$ cat src/rtl/alu_decode_stage.sv
// RV32I decode stage: turns an instruction into ALU control, operand
// selects, immediate and register fields, registered behind valid/ready.
//
// Ports:
//   clk, rst_n              clock, async active-low reset
//   InValid/InReady         upstream handshake (Instr, PC)
//   Flush                   drop held and incoming instruction
//   OutValid/OutReady       downstream handshake for the decoded bundle
//   ALUControl, SrcASel, SrcBSel, ImmExt, Rs1, Rs2, Rd, RegWrite,
//   IllegalInstr, PCOut     decoded bundle
module alu_decode_stage (
    input  logic        clk,
    input  logic        rst_n,
    input  logic        InValid,
    output logic        InReady,
    input  logic [31:0] Instr,
    input  logic [31:0] PC,
    input  logic        Flush,
    output logic        OutValid,
    input  logic        OutReady,
    output logic [3:0]  ALUControl,
    output logic        SrcASel,
    output logic        SrcBSel,
    output logic [31:0] ImmExt,
    output logic [4:0]  Rs1,
    output logic [4:0]  Rs2,
    output logic [4:0]  Rd,
    output logic        RegWrite,
    output logic        IllegalInstr,
    output logic [31:0] PCOut
);

    localparam logic [3:0] ALU_AND   = 4'b0000;
    localparam logic [3:0] ALU_OR    = 4'b0001;
    localparam logic [3:0] ALU_ADD   = 4'b0010;
    localparam logic [3:0] ALU_SUB   = 4'b0011;
    localparam logic [3:0] ALU_SLT   = 4'b0100;
    localparam logic [3:0] ALU_LUI   = 4'b0110;
    localparam logic [3:0] ALU_XOR   = 4'b0111;
    localparam logic [3:0] ALU_SLL   = 4'b1000;
    localparam logic [3:0] ALU_SRL   = 4'b1001;
    localparam logic [3:0] ALU_AUIPC = 4'b1010;
    localparam logic [3:0] ALU_SLTU  = 4'b1011;
    localparam logic [3:0] ALU_SRA   = 4'b1100;
    localparam logic [3:0] ALU_ILL   = 4'b1111;

    localparam logic [6:0] OP_R      = 7'b0110011;
    localparam logic [6:0] OP_I      = 7'b0010011;
    localparam logic [6:0] OP_LOAD   = 7'b0000011;
    localparam logic [6:0] OP_JALR   = 7'b1100111;
    localparam logic [6:0] OP_STORE  = 7'b0100011;
    localparam logic [6:0] OP_BRANCH = 7'b1100011;
    localparam logic [6:0] OP_LUI    = 7'b0110111;
    localparam logic [6:0] OP_AUIPC  = 7'b0010111;
    localparam logic [6:0] OP_JAL    = 7'b1101111;

    localparam logic [6:0] F7_BASE   = 7'b0000000;
    localparam logic [6:0] F7_ALT    = 7'b0100000;

    logic [6:0]  w_opcode;
    logic [2:0]  w_f3;
    logic [6:0]  w_f7;
    logic [31:0] w_imm_i;
    logic [31:0] w_imm_s;
    logic [31:0] w_imm_b;
    logic [31:0] w_imm_j;
    logic [31:0] w_imm_u;
    logic [3:0]  w_alu;
    logic        w_srca;
    logic        w_srcb;
    logic [31:0] w_imm;
    logic        w_rw;
    logic        w_ill;
    logic        w_load;

    logic        r_valid;
    logic [3:0]  r_alu;
    logic        r_srca;
    logic        r_srcb;
    logic [31:0] r_imm;
    logic [4:0]  r_rs1;
    logic [4:0]  r_rs2;
    logic [4:0]  r_rd;
    logic        r_rw;
    logic        r_ill;
    logic [31:0] r_pc;

    assign w_opcode = Instr[6:0];
    assign w_f3     = Instr[14:12];
    assign w_f7     = Instr[31:25];

    assign w_imm_i = {{20{Instr[31]}}, Instr[31:20]};
    assign w_imm_s = {{20{Instr[31]}}, Instr[31:25], Instr[11:7]};
    assign w_imm_b = {{19{Instr[31]}}, Instr[31], Instr[7],
                      Instr[30:25], Instr[11:8], 1'b0};
    assign w_imm_j = {{11{Instr[31]}}, Instr[31], Instr[19:12],
                      Instr[20], Instr[30:21], 1'b0};
    // The ALU applies the <<12 for LUI/AUIPC, so only the raw field is passed.
    assign w_imm_u = {12'b0, Instr[31:12]};

    function automatic logic [3:0] alu_f3(input logic [2:0] f3);
        logic [3:0] v;
        unique case (f3)
            3'b000:  v = ALU_ADD;
            3'b001:  v = ALU_SLL;
            3'b010:  v = ALU_SLT;
            3'b011:  v = ALU_SLTU;
            3'b100:  v = ALU_XOR;
            3'b101:  v = ALU_SRL;
            3'b110:  v = ALU_OR;
            default: v = ALU_AND;
        endcase
        return v;
    endfunction

    always_comb begin
        w_alu  = ALU_ADD;
        w_srca = 1'b0;
        w_srcb = 1'b0;
        w_imm  = '0;
        w_rw   = 1'b0;
        w_ill  = 1'b0;
        unique case (w_opcode)
            OP_R: begin
                w_alu = alu_f3(w_f3);
                w_rw  = 1'b1;
                if (w_f7 == F7_ALT && w_f3 == 3'b000) begin
                    w_alu = ALU_SUB;
                end else if (w_f7 == F7_ALT && w_f3 == 3'b101) begin
                    w_alu = ALU_SRA;
                end else if (w_f7 != F7_BASE) begin
                    w_ill = 1'b1;
                end
            end
            OP_I: begin
                w_alu  = alu_f3(w_f3);
                w_srcb = 1'b1;
                w_imm  = w_imm_i;
                w_rw   = 1'b1;
                // Shift amounts live in imm[4:0]; imm[11:5] acts as funct7.
                if (w_f3 == 3'b001 && w_f7 != F7_BASE) begin
                    w_ill = 1'b1;
                end
                if (w_f3 == 3'b101) begin
                    if (w_f7 == F7_ALT) begin
                        w_alu = ALU_SRA;
                    end else if (w_f7 != F7_BASE) begin
                        w_ill = 1'b1;
                    end
                end
            end
            OP_LOAD, OP_JALR: begin
                w_srcb = 1'b1;
                w_imm  = w_imm_i;
                w_rw   = 1'b1;
            end
            OP_STORE: begin
                w_srcb = 1'b1;
                w_imm  = w_imm_s;
            end
            OP_BRANCH: begin
                w_imm = w_imm_b;
                unique case (w_f3[2:1])
                    2'b00:   w_alu = ALU_SUB;
                    2'b10:   w_alu = ALU_SLT;
                    2'b11:   w_alu = ALU_SLTU;
                    default: w_ill = 1'b1;
                endcase
            end
            OP_LUI: begin
                w_alu  = ALU_LUI;
                w_srcb = 1'b1;
                w_imm  = w_imm_u;
                w_rw   = 1'b1;
            end
            OP_AUIPC: begin
                w_alu  = ALU_AUIPC;
                w_srca = 1'b1;
                w_srcb = 1'b1;
                w_imm  = w_imm_u;
                w_rw   = 1'b1;
            end
            OP_JAL: begin
                w_srca = 1'b1;
                w_srcb = 1'b1;
                w_imm  = w_imm_j;
                w_rw   = 1'b1;
            end
            default: begin
                w_ill = 1'b1;
            end
        endcase
        if (w_ill) begin
            w_alu = ALU_ILL;
            w_rw  = 1'b0;
        end
    end

    assign InReady = !r_valid || OutReady;
    assign w_load  = InValid && InReady && !Flush;

    always_ff @(posedge clk or negedge rst_n) begin
        if (!rst_n) begin
            r_valid <= 1'b0;
            r_alu   <= '0;
            r_srca  <= 1'b0;
            r_srcb  <= 1'b0;
            r_imm   <= '0;
            r_rs1   <= '0;
            r_rs2   <= '0;
            r_rd    <= '0;
            r_rw    <= 1'b0;
            r_ill   <= 1'b0;
            r_pc    <= '0;
        end else begin
            if (Flush) begin
                r_valid <= 1'b0;
            end else if (w_load) begin
                r_valid <= 1'b1;
            end else if (OutReady) begin
                r_valid <= 1'b0;
            end
            // Data only moves on a load, so a stall keeps it bit-stable.
            if (w_load) begin
                r_alu  <= w_alu;
                r_srca <= w_srca;
                r_srcb <= w_srcb;
                r_imm  <= w_imm;
                r_rs1  <= Instr[19:15];
                r_rs2  <= Instr[24:20];
                r_rd   <= Instr[11:7];
                r_rw   <= w_rw;
                r_ill  <= w_ill;
                r_pc   <= PC;
            end
        end
    end

    assign OutValid     = r_valid;
    assign ALUControl   = r_alu;
    assign SrcASel      = r_srca;
    assign SrcBSel      = r_srcb;
    assign ImmExt       = r_imm;
    assign Rs1          = r_rs1;
    assign Rs2          = r_rs2;
    assign Rd           = r_rd;
    assign RegWrite     = r_rw;
    assign IllegalInstr = r_ill;
    assign PCOut        = r_pc;

endmodule

$ cat config.mk
export PLATFORM = sky130hd
export DESIGN_NAME = alu_decode_stage
export DESIGN_NICKNAME = d
export VERILOG_FILES = /design/src/rtl/alu_decode_stage.sv
export SDC_FILE = /design/constraint.sdc
export NUM_CORES = 1
export LEC_CHECK = 0
export CORE_MARGIN = 5
export CORE_UTILIZATION = 43
export DETAILED_ROUTE_END_ITERATION = 7
export PLACE_DENSITY = 0.83
export SLEW_MARGIN = 20
export SYNTH_ARGS = -nofsm -noshare
export SYNTH_HDL_FRONTEND = slang
export SYNTH_SLANG_ARGS = --single-unit
$ cat constraint.sdc
create_clock -name clk -period 2 [get_ports clk]
set_input_delay 0.4 -clock clk [delete_from_list [all_inputs] [get_ports clk]]
set_output_delay 0.4 -clock clk [all_outputs]
set_load 0.02 [all_outputs]
==> impl_metrics.ini <==
[clocking]
cts_hold_buffers = 0
clock_latency_ps = 350
root_buffer = clkbuf_8
cts.clk_slew.worst_paths_ps = 90
numCtsBuffers = 9
cts_tree = built
postCtsSetupRepairBufs = 0
clock-sinks = 77
clockBufferDepth = 2
htreeDepth = 3

[place]
dp_worst_setup_slack_ps = -326
globalplace.congestion = 0.919
io_buffers = 157
dp_hpwl_mm = 8.92
dpl-instance-area_um2 = 5580

[yosys]
synth_cells = 402
yosys_register_bits = 77
synth_edf_count = 0
synthFlopType = dfrtp_1
synth_area_um2 = 3650
synthesis.nets = 475
avgSynthCellArea_um2 = 9.09
yosysWarnings = 0
synth_async_sr_flop_share = 1.00
synth.top_cell.area_share = 0.527
yosysTopAreaCell = dfrtp_1
ys_top_cells_by_area = dfrtp_1, nand2_1, buf_4
netlist-cell-type-count = 51
ys_seq_area_frac = 0.527

[worst_setup_path]
rr_endpoint = ALUControl[0]$_DFFE_PN0P_
worstPathMaxFanout = 4
end_kind = flip-flop
critPathKind = input pin to flip-flop
arrival_ps = 2190
r2r-start = OutValid$_DFFE_PN0P_
r2r_cells = 5
critical_path_required_ps = 2290
start_kind = input pin
r2r_slack_ps = 300

[sta]
finalSetupViolCount = 0
grt_setup_unrepaired = no
tightest_slew_ps = 487
finClkSkew_ps = 12.1
setup_tns_ps = 0
hold_viol = 1
layout_setup_ws_ps = 100
fmax_mhz = 526
slew_violations = 0
period_share = 0.950
fin_hold_ws_ps = -1.69
max_slew_margin = 0.675
layout_min_cycle_time_ps = 1900

[route]
detail-route-antenna-nets = 0
first_pass_iters = 5
wl_mm = 11.6
route.detailed.drc = 0
via_per_inst = 5.14
vias = 3589
avgRoutedWirePerCell_um = 16.6
drtIter0Drc = 185

[power]
power.leakage_uw = 0.00264
irDropWorstVdd_mv = 0.414
power_density_nw_per_um2 = 722

[cells_and_area]
antennaDiodeCount = 0
fin_nets = 661
drive_gt1_frac = 0.142
layout_common_cells = nand2_1, clkdlybuf4s50_1, dfrtp_1
syn_to_final_growth_pct = 59.3
final_common_cell = nand2_1
stdcell_area_um2 = 5820

[flow_run]
drv_cap = 0

[grt]
grt_overflow = 0
grt_antenna_before_repair = 0
grt_pass1_vias = 3691
grt_max_degree = 82
grt_pass1_wl_mm = 18.5
grt.total_usage = 0.227

[floorplanning]
die_x_um = 102
rows = 33
io_pins = 158
die_h_um = 102
initial_core_util = 0.443
die_area_um2 = 10400
coreArea_um2 = 8260

[run_status]
violations = negative hold slack
status = complete, but fails checks

[worst_hold_path]
hold_path.class = input pin to async pin
-- worst max-delay path, stage by stage --
cell             delay [ps]
clkdlybuf4s50_1         440
buf_4                   150
nor2_1                  150
nand4_1                 260
a311o_1                 440
nand2_2                 110
buf_4                   120
o22a_1                  120
-- sequential cells by signal (all words and copies together), names as in the netlist, 4 cells and up --
register and count:
ALUControl 4, ImmExt 21, PCOut 32, Rd 5
Rs1 5, Rs2 5
-- stage by stage --
step	hold WS, ps	util	power (µW)	std cells
floorplan	104	-	2260	402
global placement	386	0.676	2890	682
detailed placement	393	0.676	2920	682
CTS	12.2	0.703	4240	698
global route	32.2	0.705	4410	698
finish	-1.69	0.705	4200	698
-- layout make-up --
| cell class | count | area, µm² |
|---|---|---|
| multi-input cells | 285 | 1530 |
| well taps | 105 | 131 |
| flip-flops and latches | 77 | 1930 |
| clock inverters | 6 | 93.8 |
| repair buffers | 210 | 1990 |
| clock buffers | 10 | 128 |
| inverters | 5 | 18.8 |
| fillers | 622 | 2440 |
-- synth_stat cells (3+ instances only) --
master and n:
a21oi_1 6, inv_1 5, nand2_1 170, o32a_1 3, ha_1 4, buf_2 8, a222oi_1 4, buf_4 11
a22oi_1 6, o21ai_0 16, clkbuf_1 14, dfrtp_1 77, nand3_1 5, nor2_1 7, a221oi_1 8, o21ai_1 11
-- power breakdown --
part           switching, µW  internal [µW]
Sequential              83.9           1710
Clock                    605            715
Combinational            551            538
Total                   1240           2960
-- routing by layer --
metal / share of wire / vias to the layer above / global-route usage
met4: 0.0059 / 0 / 0.0545
met2: 0.48 / 158 / 0.381
li1: - / 1720 / -
met5: 0 / - / 0
met1: 0.41 / 1703 / 0.290
met3: 0.10 / 8 / 0.0662
-- how the worst max path moves through the flow --
stage                                 from                   endpoint  slack (ps)  depth (start not counted)
floorplan                        Instr[12]  ALUControl[3]$_DFFE_PN0P_         270                          6
global placement                 Instr[27]  ALUControl[2]$_DFFE_PN0P_        -430                          6
detailed placement               Instr[27]  ALUControl[2]$_DFFE_PN0P_        -330                          6
CTS                              Instr[27]  ALUControl[2]$_DFFE_PN0P_          20                          6
global route        ImmExt[30]$_DFFE_PN0P_                 ImmExt[28]          40                          1
finish                            Instr[3]  ALUControl[1]$_DFFE_PN0P_         100                          8
-- repair_timing --
item,4_1_cts,5_1_grt
gates resized for setup,3,4
endpoints found under the setup margin,13,15
hold endpoints to repair,0,0
pin swaps,0,0
-- kinds of logic after synthesis --
group           synth area share
buf+inv                   0.0592
compound gates             0.147
simple gates               0.237
mux                       0.0157
flops                      0.527
fa+ha+maj                 0.0137
Power figures use the tool's default switching activity.
